<file path="config.mk">
export PLATFORM = sky130hd
export DESIGN_NAME = dmem_access_ctrl
export DESIGN_NICKNAME = d
export VERILOG_FILES = /design/src/rtl/dmem_access_ctrl_pkg.sv /design/src/rtl/dmem_access_ctrl_sat_counter.sv /design/src/rtl/dmem_access_ctrl.sv
export SDC_FILE = /design/constraint.sdc
export NUM_CORES = 1
export LEC_CHECK = 0
export BUFFER_PORTS_ARGS = -buffer_cell sky130_fd_sc_hd__buf_2
export CAP_MARGIN = 20
export CORE_UTILIZATION = 46
export DETAILED_ROUTE_END_ITERATION = 10
export GPL_ROUTABILITY_DRIVEN = 0
export PLACE_DENSITY = 0.68
export SETUP_SLACK_MARGIN = 0.4
export SYNTH_ARGS = -nofsm -noshare
export SYNTH_HDL_FRONTEND = slang
export SYNTH_HIERARCHICAL = 1
export SYNTH_SLANG_ARGS = --single-unit
</file>
<file path="constraint.sdc">
create_clock -name CLK -period 2.7 [get_ports CLK]
set_clock_uncertainty 0.1 [all_clocks]
set_input_delay 0.135 -clock CLK [delete_from_list [all_inputs] [get_ports CLK]]
set_output_delay 0.135 -clock CLK [all_outputs]
set_load 0.05 [all_outputs]
</file>
<file path="src/rtl/dmem_access_ctrl_pkg.sv">
// Shared CPU definitions: memory-access FSM encodings, load/store opcodes
// and default datapath widths.
package cpu_defs;

  localparam int DEF_ADDR_W = 8;
  localparam int DEF_DATA_W = 8;

  typedef enum logic [1:0] {
    ST_IDLE   = 2'd0,
    ST_ACCESS = 2'd1,
    ST_DONE   = 2'd2,
    ST_ABORT  = 2'd3
  } mem_state_t;

  // Opcodes the control unit decodes into READ_REQ / WRITE_REQ
  localparam logic [7:0] OP_LWD = 8'h08;
  localparam logic [7:0] OP_LWI = 8'h09;
  localparam logic [7:0] OP_SWD = 8'h0A;
  localparam logic [7:0] OP_SWI = 8'h0B;

endpackage

</file>
<file path="src/rtl/dmem_access_ctrl_sat_counter.sv">
// Saturating up-counter with enable and asynchronous active-low clear.
module sat_counter #(
  parameter int CNT_W = 16
) (
  input  logic             clk,
  input  logic             rst_n,
  input  logic             en,
  output logic [CNT_W-1:0] cnt
);

  always_ff @(posedge clk or negedge rst_n) begin
    if (!rst_n)                cnt <= '0;
    else if (en && cnt != '1)  cnt <= cnt + 1'b1;
  end

endmodule

</file>
<file path="src/rtl/dmem_access_ctrl.sv">
// Sequences CPU loads/stores onto a multi-cycle data memory, stalling the
// core with BUSYWAIT until the access completes, times out, and is counted.
module dmem_access_ctrl
  import cpu_defs::*;
#(
  parameter int ADDR_W  = DEF_ADDR_W,
  parameter int DATA_W  = DEF_DATA_W,
  parameter int TIMEOUT = 255,
  parameter int TO_W    = 8,
  parameter int CNT_W   = 16
) (
  input  logic              CLK,
  input  logic              RESET,
  input  logic              READ_REQ,
  input  logic              WRITE_REQ,
  input  logic [ADDR_W-1:0] ADDRESS,
  input  logic [DATA_W-1:0] WRITEDATA,
  output logic              BUSYWAIT,
  output logic [DATA_W-1:0] READDATA,
  output logic              READDATA_VALID,
  output logic              ERR,
  output logic              MEM_READ,
  output logic              MEM_WRITE,
  output logic [ADDR_W-1:0] MEM_ADDRESS,
  output logic [DATA_W-1:0] MEM_WRITEDATA,
  input  logic [DATA_W-1:0] MEM_READDATA,
  input  logic              MEM_BUSYWAIT,
  output logic [CNT_W-1:0]  RD_COUNT,
  output logic [CNT_W-1:0]  WR_COUNT
);

  mem_state_t      state;
  logic            op_rd;
  logic [TO_W-1:0] wcnt;
  logic            done_evt;
  logic            to_evt;

  // The first ACCESS edge never completes so a registered memory busywait
  // has a cycle to assert before it is trusted.
  assign done_evt = (state == ST_ACCESS) && !MEM_BUSYWAIT && (wcnt != '0);
  assign to_evt   = (state == ST_ACCESS) && !done_evt && (wcnt == TO_W'(TIMEOUT - 1));

  always_comb begin
    BUSYWAIT = 1'b0;
    case (state)
      ST_IDLE:   BUSYWAIT = READ_REQ | WRITE_REQ;
      ST_ACCESS: BUSYWAIT = 1'b1;
      default:   BUSYWAIT = 1'b0;
    endcase
  end

  always_ff @(posedge CLK or negedge RESET) begin
    if (!RESET) begin
      state          <= ST_IDLE;
      op_rd          <= 1'b0;
      wcnt           <= '0;
      MEM_READ       <= 1'b0;
      MEM_WRITE      <= 1'b0;
      MEM_ADDRESS    <= '0;
      MEM_WRITEDATA  <= '0;
      READDATA       <= '0;
      READDATA_VALID <= 1'b0;
      ERR            <= 1'b0;
    end else begin
      case (state)
        ST_IDLE: begin
          READDATA_VALID <= 1'b0;
          if (READ_REQ | WRITE_REQ) begin
            MEM_ADDRESS   <= ADDRESS;
            MEM_WRITEDATA <= WRITEDATA;
            op_rd         <= READ_REQ;
            MEM_READ      <= READ_REQ;
            MEM_WRITE     <= !READ_REQ;
            wcnt          <= '0;
            state         <= ST_ACCESS;
            // Conflicting request resolves as a load but is flagged
            if (READ_REQ && WRITE_REQ) ERR <= 1'b1;
          end
        end
        ST_ACCESS: begin
          wcnt <= wcnt + 1'b1;
          if (done_evt) begin
            MEM_READ       <= 1'b0;
            MEM_WRITE      <= 1'b0;
            READDATA_VALID <= op_rd;
            if (op_rd) READDATA <= MEM_READDATA;
            state          <= ST_DONE;
          end else if (to_evt) begin
            MEM_READ       <= 1'b0;
            MEM_WRITE      <= 1'b0;
            READDATA_VALID <= op_rd;
            if (op_rd) READDATA <= '0;
            ERR            <= 1'b1;
            state          <= ST_ABORT;
          end
        end
        // Requests seen here belong to the retiring instruction: ignore them
        default: begin
          READDATA_VALID <= 1'b0;
          state          <= ST_IDLE;
        end
      endcase
    end
  end

  // Counters step on the completing edge so the DONE cycle shows the new count
  sat_counter #(.CNT_W(CNT_W)) u_rd_cnt (
    .clk   (CLK),
    .rst_n (RESET),
    .en    (done_evt && op_rd),
    .cnt   (RD_COUNT)
  );

  sat_counter #(.CNT_W(CNT_W)) u_wr_cnt (
    .clk   (CLK),
    .rst_n (RESET),
    .en    (done_evt && !op_rd),
    .cnt   (WR_COUNT)
  );

endmodule

</file>
== After elaboration in Yosys (flattened, before gate mapping) ==
Index checks and enable logic that the tools add are counted.

* Bits in registers: 71
* Bits in latches: 0
* Memory bits (writable): 0
* Memory bits (read-only): 0
* Bits of input ports: 29
* Output and inout port bits: 61
* Word-level logic and storage cells: 75
* Memories kept: 0

* Add/subtract/negate cells: 3
* $mul: 0
* Divide/modulo/power cells: 0
* $lt $le $gt $ge: 0
* Equality and inequality tests: 11
* Shifts and indexed selects: 0
* Mux-type cells: 25
* Bitwise operators: 1
* Reduce and logical (&&, ||, !) cells: 23

{| class="wikitable"
|+ Operators with widths
! cell !! number
|-
| $mux W8 || 5
|-
| $add A16 B1 Y16 const B || 2
|-
| $ne A16 B16 Y1 const B || 2
|-
| $pmux W8 S2 || 1
|-
| $ne A2 B2 Y1 const B || 6
|-
| $mux W1 || 11
|-
| $logic_and A1 B1 Y1 || 9
|-
| $add A8 B1 Y8 const B || 1
|-
| $eq A8 B8 Y1 const B || 1
|-
| $pmux W1 S2 || 4
|-
| $reduce_bool A8 Y1 || 1
|-
| $mux W2 || 3
|-
| $reduce_and A2 Y1 || 3
|-
| $reduce_and A5 Y1 || 1
|-
| $logic_not A1 Y1 || 4
|-
| $pmux W2 S2 || 1
|-
| $reduce_and A4 Y1 || 1
|-
| $reduce_bool A2 Y1 || 2
|-
| $ne A3 B3 Y1 const B || 1
|-
| $reduce_and A3 Y1 || 1
|-
| $eq A2 B1 Y1 const B || 1
|-
| $logic_not A2 Y1 || 1
|-
| $or A1 B1 Y1 || 1
|}

== Depth between registers and ports, before layout ==
Gate-level depths: netlist of run 1.

* Depth in word-level cells: 9
* Mapped depth: 10
* Gate-level depth less buffers: 9

== Hierarchy ==
Netlist of run 1, hierarchy kept.

{| class="wikitable"
|+ Modules (own cells, without submodules)
! module !! instances !! cells each !! area each (µm²) !! sequential area each (µm²)
|-
| dmem_access_ctrl || 1 || 181 || 1744.2 || 975.9
|-
| sat_counter || 2 || 72 || 859.6 || 400.4
|}

== Least setup slack after synthesis of run 1 ==
No wires, ideal clock.

* Kind: register -> register
* Start point: reg wcnt[1]
* End point: reg u_wr_cnt.cnt[5]
* Library setup time: 0.119 ns
* Arrival time: 1.983 ns
* Data required time: 2.481 ns
* Path slack: 0.498 ns
* Stages on the path, launching flop included: 11
* Buffers on the path: 1
* Clock period less this slack: 2.202 ns
* Cell sequence: dfrtp_1 -> clkinv_1 -> ha_1 -> a31oi_2 -> buf_6 -> and2_4 -> nor2b_4 -> and3_1 -> and4_2 -> o211ai_1 -> o21a_1

* Cells in the longest elaborated chain, start to end: 4

{| class="wikitable"
|+ Ends and longest elaborated chain
! item !! RTL line !! text
|-
| start, declared || dmem_access_ctrl.sv:34 || <nowiki>logic [TO_W-1:0] wcnt;</nowiki>
|-
| start signal, assigned || dmem_access_ctrl.sv:81 || <nowiki>wcnt <= wcnt + 1'b1;</nowiki>
|-
| $reduce_bool A8 Y1 || dmem_access_ctrl.sv:40 || <nowiki>assign done_evt = (state == ST_ACCESS) && !MEM_BUSYWAIT && (wcnt != '0);</nowiki>
|-
| $logic_and A1 B1 Y1 || dmem_access_ctrl.sv:40 ||
|-
| $logic_and A1 B1 Y1 || dmem_access_ctrl.sv:117 || <nowiki>.en (done_evt && !op_rd),</nowiki>
|-
| $logic_and A1 B1 Y1 || dmem_access_ctrl_sat_counter.sv:13 || <nowiki>else if (en && cnt != '1) cnt <= cnt + 1'b1;</nowiki>
|-
| end signal, assigned || dmem_access_ctrl_sat_counter.sv:13 ||
|-
| end, declared || dmem_access_ctrl_sat_counter.sv:8 || <nowiki>output logic [CNT_W-1:0] cnt</nowiki>
|}

No other way between the ends.
A chain may end at the register's enable or synchronous reset.

== Worst setup path in the final report of run 1 ==
* Start point: reg wcnt[0]
* End point: reg u_wr_cnt.cnt[15]

The elaborated chain is that of the path after synthesis.

==> results of run 1 <==
==> repair_timing <==
action	4_1_cts	5_1_grt
hold buffers	26	0
endpoints found under the setup margin	0	8
hold endpoints to repair	53	0
resized for setup	0	7
setup buffers	0	3
==> state kept, by name, indices dropped and copies added (netlist names) <==
register	flops
ERR	1
MEM_WRITEDATA	8
wcnt	8
MEM_READ	1
READDATA_VALID	1
MEM_ADDRESS	8
u_wr_cnt/cnt	16
READDATA	8
u_rd_cnt/cnt	16
op_rd	1
MEM_WRITE	1
state	2
==> worst max-delay path, cell delays in order, from the launching register on <==
cell	delay (ns)
dfrtp_1	0.37
inv_2	0.07
ha_2	0.19
a31oi_2	0.14
and2_4	0.18
nor2b_4	0.17
nand4_1	0.16
nor4_4	0.38
and4b_1	0.24
a21oi_1	0.06
==> final timing paths <==
check                                  from                to  slack, ns  depth (start not counted)
max reg2reg                         wcnt[0]  u_wr_cnt/cnt[15]       0.51                          9
max                                 wcnt[0]  u_wr_cnt/cnt[15]       0.51                          9
min in group asynchronous             RESET       READDATA[4]       0.27                          2
max in group asynchronous             RESET  MEM_WRITEDATA[3]       1.56                          3
min                               WRITE_REQ               ERR       0.07                          3
min reg2reg                MEM_WRITEDATA[1]  MEM_WRITEDATA[1]       0.38                          2
==> routing by layer <==
| layer | GRT usage | share of wire | vias to the layer above |
|---|---|---|---|
| li1 | - | - | 1439 |
| met1 | 0.267 | 0.46 | 1425 |
| met2 | 0.356 | 0.49 | 81 |
| met3 | 0.0373 | 0.038 | 9 |
| met4 | 0.0894 | 0.012 | 0 |
| met5 | 0 | 0 | - |
==> stage by stage <==
step            util  hold slack [ns]  total power (uW)  setup slack, ns
6_report       0.625           0.0697              4680            0.515
3_3_place_gp   0.557            0.115              3760            0.557
2_1_floorplan      -           -0.261              3240            0.498
3_5_place_dp   0.557            0.115              3790            0.494
4_1_cts        0.620           0.0491              4670            0.492
5_1_grt        0.625           0.0586              4960            0.397
==> Yosys cell counts (all sizes together), types with 3 or more instances <==
cell type	count	area (sq um)
a21oi	8	43.8
a31oi	8	56.3
a32oi	3	26.3
and3	5	31.3
and4	7	70.1
buf	4	28.8
clkbuf	5	18.8
dfrtp	71	1780
ha	5	62.6
inv	3	11.3
mux2i	3	30.0
nand2	77	289
nand3	24	145
nand4	30	236
nor2	9	38.8
nor3	3	25.0
nor4	5	106
o21a	11	82.6
o21ai	6	30.0
o31ai	3	50.1
xnor2	10	87.6
xor2	5	43.8
==> area by class of cell <==
| cell class | count | area share |
|---|---|---|
| Multi-Input combinational cell | 241 | 0.361 |
| Timing Repair Buffer | 124 | 0.173 |
| Clock inverter | 3 | 0.00939 |
| Inverter | 4 | 0.00331 |
| Sequential cell | 71 | 0.392 |
| Tap cell | 99 | 0.0273 |
| Clock buffer | 13 | 0.0329 |
==> cell families (layout without fill, tap and decap cells) <==
logic type	count (synthesis)	count (layout)	synth area share
compound gates	47	47	0.103
xor+xnor	15	15	0.0379
fa+ha+maj	5	5	0.0181
buf+inv	13	144	0.0181
flops	71	71	0.513
mux	5	5	0.0152
simple gates	169	169	0.295
==> where the power goes <==
| part | internal, uW | switching, uW |
|---|---|---|
| sequential | 1370 | 262 |
| clock | 452 | 376 |
| combinational | 580 | 1640 |
==> results.json, run 1 <==
{
  "run_status": "completed",
  "synth_seq_area_share": 0.513,
  "routed_wl_um": 8030,
  "grt_max_degree": 44,
  "path_clk_slew_ns": 0.07,
  "grt_usage": 0.211,
  "critPathLaunchType": "flop",
  "setup-violations-final": 0,
  "period_share": 0.809,
  "synth_nets": 359,
  "synth_cell_types": 51,
  "initial_utilization": 0.477,
  "grt_pass1_vias": 2762,
  "cts_buffers": 9,
  "drv_slew": 0,
  "synthCells": 325,
  "die-area_sq_um": 7880,
  "finalCriticalPeriod_ns": 2.19,
  "final-seq-area_sq_um": 1780,
  "drt_iter0_drc": 97,
  "root_buffer": "clkbuf_8",
  "ios": 90,
  "hold_path_class": "input pin to flop",
  "tns_ns": 0,
  "rows": 31,
  "dpl-instance-area_sq_um": 4040,
  "vias": 2954,
  "power_density_nw_per_um2": 1030,
  "syn-mean-instance-area_sq_um": 10.7,
  "end_kind": "flop",
  "async_flop_share": 1.00,
  "max-slew-margin-rel": 0.524,
  "dp.cells": 510,
  "syn_area_sq_um": 3460,
  "synth_edf_count": 0,
  "clockBufferDepth": 2,
  "place_hpwl_um": 5300,
  "yosys_most_used_dff": "dfrtp_1",
  "num-fill-cells": 630,
  "die_h_um": 88.8,
  "layout.cells.most_common": "buf_2",
  "clock_latency_ns": 0.33,
  "cp_max_fo": 5,
  "ys_warn_count": 6,
  "rsz0062_at_grt": "false",
  "synth_seq_cells": 71,
  "mostFrequentLayoutCells": "buf_2, nand2_1, dfrtp_1",
  "n_antenna_cell": 0,
  "fin_nets": 485,
  "drive_above_1_share": 0.320,
  "crit_arrival_ns": 2.30,
  "dr.pass1.iters": 4,
  "viasPerCell": 5.32,
  "cts_sinks": 71,
  "hold_viol_final": 0,
  "cts.htree.levels": 3,
  "port_buffers": 89,
  "wl_per_cell_um": 14.5,
  "antenna_found_initial": 0,
  "fin_area_sq_um": 4530,
  "maxCapViolCount": 0,
  "drc": 0,
  "max_freq_mhz": 458,
  "overflow": 0,
  "multi_input_area_sq_um": 1640,
  "die_w_um": 88.8,
  "final_antenna_net_count": 0,
  "worst_pin_slew_ns": 0.714,
  "worst-setup-path-type": "flop to flop",
  "ir_worst_vdd_mv": 0.708,
  "core_sq_um": 7250,
  "syn2layout_area_growth_pct": 30.8,
  "cts_tree": "built",
  "cp.required_ns": 2.82,
  "leakage_uw": 0.00234,
  "grt_pass1_wl_um": 12700,
  "fin_cells": 555
}
Note: power is estimated with default switching activity, not from simulation.
==> run 2, diff against run 1 <==
--- a/config.mk
+++ b/config.mk
@@ -10,7 +10,7 @@
 export CORE_UTILIZATION = 46
 export DETAILED_ROUTE_END_ITERATION = 10
 export GPL_ROUTABILITY_DRIVEN = 0
-export PLACE_DENSITY = 0.68
+export PLACE_DENSITY = 0.71
 export SETUP_SLACK_MARGIN = 0.4
 export SYNTH_ARGS = -nofsm -noshare
 export SYNTH_HDL_FRONTEND = slang
==> constraint.sdc (replaced) <==
create_clock -name CLK -period 1.95 [get_ports CLK]
set_clock_uncertainty 0.1 [all_clocks]
set_input_delay 0.0975 -clock CLK [delete_from_list [all_inputs] [get_ports CLK]]
set_output_delay 0.0975 -clock CLK [all_outputs]
set_load 0.05 [all_outputs]
==> run 2 against run 1 <==
Effect of this change: the run now ends with setup timing left; sequential power is 40% higher; count of clock-buffer cells in the layout shrank 2; clock power is 32% higher; non-clock buffer count up 36; flip-flop and latch count is the same; utilization up 8.4 points; critical endpoint unchanged; largest cell class is now multi-input combinational cells.
==> results.json, run 2 (synthesized netlist as in run 1, its figures left out) <==
{
  "n_antenna_cell": 0,
  "viasPerCell": 5.42,
  "cp.required_ns": 2.08,
  "cts_sinks": 71,
  "fin_area_sq_um": 5140,
  "violations": "setup timing",
  "cts_tree": "built",
  "drv_slew": 0,
  "overflow": 0,
  "crit_start": "wcnt[1]",
  "layout.cells.most_common": "buf_2",
  "dp.cells": 529,
  "mostFrequentLayoutCells": "buf_2, nand2_1, dfrtp_1",
  "leakage_uw": 0.00257,
  "internal-power_uw": 3640,
  "root_buffer": "clkbuf_8",
  "r2r_cells": 9,
  "grt_max_degree": 33,
  "dp_slack_ns": -0.111,
  "tns_ns": -0.484,
  "switching_power_uw": 3460,
  "whs_path_depth": 3,
  "die-area_sq_um": 7880,
  "period_share": 1.05,
  "die_h_um": 88.8,
  "fin_cells": 591,
  "wl_per_cell_um": 15.6,
  "drt_iter0_drc": 108,
  "ios": 90,
  "finalCriticalPeriod_ns": 2.05,
  "run_status": "complete, but fails checks",
  "hold_path_class": "input pin to flop",
  "pwr-share-clk": 0.154,
  "crit_end": "u_wr_cnt/cnt[15]",
  "max-slew-margin-rel": 0.480,
  "crit_arrival_ns": 2.18,
  "grt_pass1_wl_um": 14300,
  "end_kind": "flop",
  "port_buffers": 89,
  "maxCapViolCount": 0,
  "worst_pin_slew_ns": 0.780,
  "r2r_slack_ns": -0.10,
  "dpl-instance-area_sq_um": 4310,
  "place_hpwl_um": 5800,
  "clockBufferDepth": 2,
  "cts_buffers": 9,
  "worst-setup-path-type": "flop to flop",
  "grt_usage": 0.240,
  "power_density_nw_per_um2": 1380,
  "routed_wl_um": 9210,
  "path_clk_slew_ns": 0.08,
  "ir_worst_vdd_mv": 0.877,
  "clock_latency_ns": 0.35,
  "setup-violations-final": 14,
  "antenna_found_initial": 0,
  "core_sq_um": 7250,
  "critPathLaunchType": "flop",
  "reg_top3": "u_rd_cnt/cnt (16), u_wr_cnt/cnt (16)",
  "dr.pass1.iters": 4,
  "initial_utilization": 0.477,
  "r2r_start": "wcnt[1]",
  "syn2layout_area_growth_pct": 48.4,
  "p_sw_frac": 0.488,
  "rsz0062_at_grt": "true",
  "r2r_end": "u_wr_cnt/cnt[15]",
  "fin_nets": 521,
  "max_freq_mhz": 488,
  "drive_above_1_share": 0.482,
  "drc": 0,
  "cp_max_fo": 4,
  "rows": 31,
  "p_comb_frac": 0.523,
  "setup_slack_ns": -0.101,
  "final_antenna_net_count": 0,
  "vias": 3204,
  "hold_viol_final": 0,
  "seqPwrFrac": 0.323,
  "grt_pass1_vias": 3050,
  "cts.htree.levels": 3,
  "die_w_um": 88.8
}
[run 2: changes by cell type in the layout (fill, tap and decap cells not counted), moves of 5 or more]
cell / previous run / this run
dfrtp_1: 70 / 55
dfrtp_2: 1 / 16
buf_4: 8 / 26
nand2_1: 76 / 71
nand3_1: 22 / 12
buf_6: 0 / 18
nand3_2: 0 / 10
[run 2: area by class of cell]
class                      count  area [sq um]
sequential                    71          1800
inverter                       4          23.8
multi-input combinational    241          1870
clock buffer                  11           151
timing repair buffer         160          1140
tap                           99           124
clock inverter                 5          32.5
fill                         520          2110
[run 2: worst min-delay path by stage]
stage               startpoint          end  slack, ns
finish               WRITE_REQ          ERR      0.005
global route         WRITE_REQ          ERR       0.01
CTS                  WRITE_REQ          ERR     0.0006
detailed placement       RESET  READDATA[2]       0.12
global placement         RESET  READDATA[3]       0.12
floorplan                RESET          ERR      -0.30
[run 2: per-layer routing]
| metal | vias to the layer above | GRT usage | part of all wire |
|---|---|---|---|
| met5 | - | 0 | 0 |
| met4 | 0 | 0.0997 | 0.025 |
| met3 | 23 | 0.0345 | 0.043 |
| met2 | 99 | 0.412 | 0.50 |
| met1 | 1573 | 0.305 | 0.44 |
| li1 | 1509 | - | - |
[run 2: per-stage QoR]
step | total power, uW | utilization | hold WS, ns
after floorplan | 4630 | - | -0.298
after global placement | 5450 | 0.594 | 0.124
after detailed placement | 5520 | 0.594 | 0.124
after CTS | 6850 | 0.680 | 0.000556
after global routing | 7500 | 0.709 | 0.0102
final | 7100 | 0.709 | 0.00492
[run 2: critical path: stages, from the launching register on]
cell      delay, ns
dfrtp_1        0.39
clkinv_2       0.10
ha_4           0.17
a31oi_4        0.13
and2_4         0.16
nor2b_4        0.18
nand4_1        0.16
nor4_4         0.23
and4b_1        0.24
a21oi_1        0.06
[run 2: power by group through the flow]
stage	combinational, uW	clock, uW	sequential (uW)
floorplan	1160	0	3470
global placement	3190	0	2260
detailed placement	3250	0	2270
CTS	3480	1110	2260
global route	3960	1180	2360
finish	3710	1090	2290
[run 2: what timing repair did]
action / in CTS / in global routing
endpoints found under the setup margin: 45 / 48
hold buffers: 26 / 0
setup buffers: 8 / 12
gates cloned: 0 / 0
gates resized for setup: 30 / 26
pin swaps: 13 / 20
hold endpoints to repair: 54 / 0
==> run 3, diff against run 2 <==
--- a/config.mk
+++ b/config.mk
@@ -7,10 +7,10 @@
 export LEC_CHECK = 0
 export BUFFER_PORTS_ARGS = -buffer_cell sky130_fd_sc_hd__buf_2
 export CAP_MARGIN = 20
-export CORE_UTILIZATION = 46
+export CORE_UTILIZATION = 48
 export DETAILED_ROUTE_END_ITERATION = 10
 export GPL_ROUTABILITY_DRIVEN = 0
-export PLACE_DENSITY = 0.71
+export PLACE_DENSITY = 0.73
 export SETUP_SLACK_MARGIN = 0.4
 export SYNTH_ARGS = -nofsm -noshare
 export SYNTH_HDL_FRONTEND = slang
==> run 3 against run 2 <==
Effect of this change: the flow still finishes with violations (setup timing); highest routed layer unchanged; register-to-register slack worse by 0.07 ns; routed wire length is 7.4% higher; worst hold slack improved by 0.058 ns; first-iteration DRC count is 48% higher; cell count grew 0.85%; clock power up 49%; non-clock buffer count grew 8; flip-flop and latch count is the same; setup slack worse by 0.070 ns; count of clock-buffer cells in the layout stayed put; global-route usage grew 1.9 points; final area increased by 3.5%.
==> results.json, run 3 (synthesized netlist as in run 1, its figures left out) <==
{
  "dpl-instance-area_sq_um": 4300,
  "dr.pass1.iters": 5,
  "rsz0062_at_grt": "true",
  "port_buffers": 89,
  "viasPerCell": 5.45,
  "hold_path_class": "input pin to flop",
  "cp.required_ns": 2.07,
  "critPathLaunchType": "flop",
  "ios": 90,
  "fin_area_sq_um": 5320,
  "cp_cell_sequence": "nor4_4 > a31oi_4 > and2_4 > nor2b_4 > buf_4 > buf_6 > o31ai_4 > mux2_4",
  "setup_slack_ns": -0.171,
  "dp_slack_ns": -0.113,
  "final_antenna_net_count": 0,
  "grt_pass1_vias": 3063,
  "finalCriticalPeriod_ns": 2.12,
  "grt_pass1_wl_um": 14900,
  "vias": 3250,
  "met1_usage": 0.329,
  "cts.htree.levels": 3,
  "slowest_stage": "dfrtp_1",
  "drc": 0,
  "power_density_nw_per_um2": 1480,
  "leakage_uw": 0.00268,
  "max-slew-margin-rel": 0.524,
  "maxCapViolCount": 0,
  "cts_sinks": 71,
  "antenna_found_initial": 0,
  "end_kind": "flop",
  "die_w_um": 86.9,
  "grt_max_degree": 32,
  "cts_buffers": 9,
  "crit_arrival_ns": 2.25,
  "use_met2": 0.448,
  "grtUsageMet3": 0.0512,
  "crit_family": "simple AND/OR/NAND/NOR gates",
  "busiest_layer": "met2",
  "rows": 30,
  "slowest_delay_ns": 0.45,
  "place_hpwl_um": 5830,
  "reg_top3": "u_rd_cnt/cnt (16), u_wr_cnt/cnt (16)",
  "clockBufferDepth": 2,
  "worst_pin_slew_ns": 0.713,
  "path_clk_slew_ns": 0.08,
  "die-area_sq_um": 7560,
  "period_share": 1.09,
  "run_status": "complete, but fails checks",
  "root_buffer": "clkbuf_8",
  "drt_iter0_drc": 160,
  "path_buf_inv": 2,
  "die_h_um": 86.9,
  "fin_nets": 529,
  "cp_max_fo": 5,
  "layout.cells.most_common": "buf_2",
  "mostFrequentLayoutCells": "buf_2, nand2_1, dfrtp_1",
  "syn2layout_area_growth_pct": 53.6,
  "drv_slew": 0,
  "n_antenna_cell": 0,
  "ir_worst_vdd_mv": 1.04,
  "routed_wl_um": 9890,
  "hold_viol_final": 0,
  "initial_utilization": 0.504,
  "violations": "setup timing",
  "worst-setup-path-type": "flop to flop",
  "grt_usage": 0.260,
  "hold-worst-slack_ns": 0.0630,
  "max_freq_mhz": 471,
  "setup-violations-final": 22,
  "wl_per_cell_um": 16.6,
  "core_sq_um": 6870,
  "clock_latency_ns": 0.34,
  "tns_ns": -1.60,
  "overflow": 0,
  "cts_tree": "built",
  "drive_above_1_share": 0.490
}
[run 3: per-stage QoR]
stage,cells,utilization,total power [uW]
after detailed placement,528,0.625,5510
after global placement,528,0.625,5430
after CTS,587,0.749,7520
final,596,0.774,7870
after floorplan,325,-,4630
after global routing,596,0.774,8230
[run 3: metal layers]
layer  vias up  part of all wire
met4         0             0.022
li1       1532                 -
met1      1585              0.42
met3        21             0.052
met2       112              0.51
met5         -                 0
[run 3: final cells by class]
class                      count  area (sq um)
fill                         425          1550
clock buffer                  11           151
multi-input combinational    241          1890
tap                           96           120
timing repair buffer         168          1200
clock inverter                 5           128
sequential                    71          1800
inverter                       4          23.8
[run 3: repair_timing]
item / CTS / global route
buffers inserted: 17 / 9
hold buffers: 26 / 0
pin swaps: 16 / 15
setup endpoints to repair: 46 / 50
gates resized for setup: 40 / 25
hold endpoints to repair: 53 / 0
[run 3: path summary, 6_finish.rpt]
kind / slack, ns / from / depth (start not counted) / to
setup / recovery: -0.17 / wcnt[6] / 8 / u_wr_cnt/cnt[1]
hold / removal: 0.06 / WRITE_REQ / 3 / ERR
setup reg to reg: -0.17 / wcnt[6] / 8 / u_wr_cnt/cnt[1]
hold reg to reg: 0.38 / MEM_ADDRESS[5] / 2 / MEM_ADDRESS[5]
max in group asynchronous: 0.83 / RESET / 3 / wcnt[4]
min in group asynchronous: 0.23 / RESET / 2 / READDATA[5]
[run 3: report_power, final]
part	switching (uW)	leakage [uW]	internal, uW
Combinational	2600	0.00164	1340
Sequential	404	0.000900	1900
Clock	574	0.000136	1050
[run 3: worst register-to-register path, delay by kind of cell (launching register included)]
kind | cells | cell delay, ns
mux | 1 | 0.32
flops | 1 | 0.45
simple gates | 3 | 0.70
buf+inv | 2 | 0.25
compound gates | 2 | 0.19
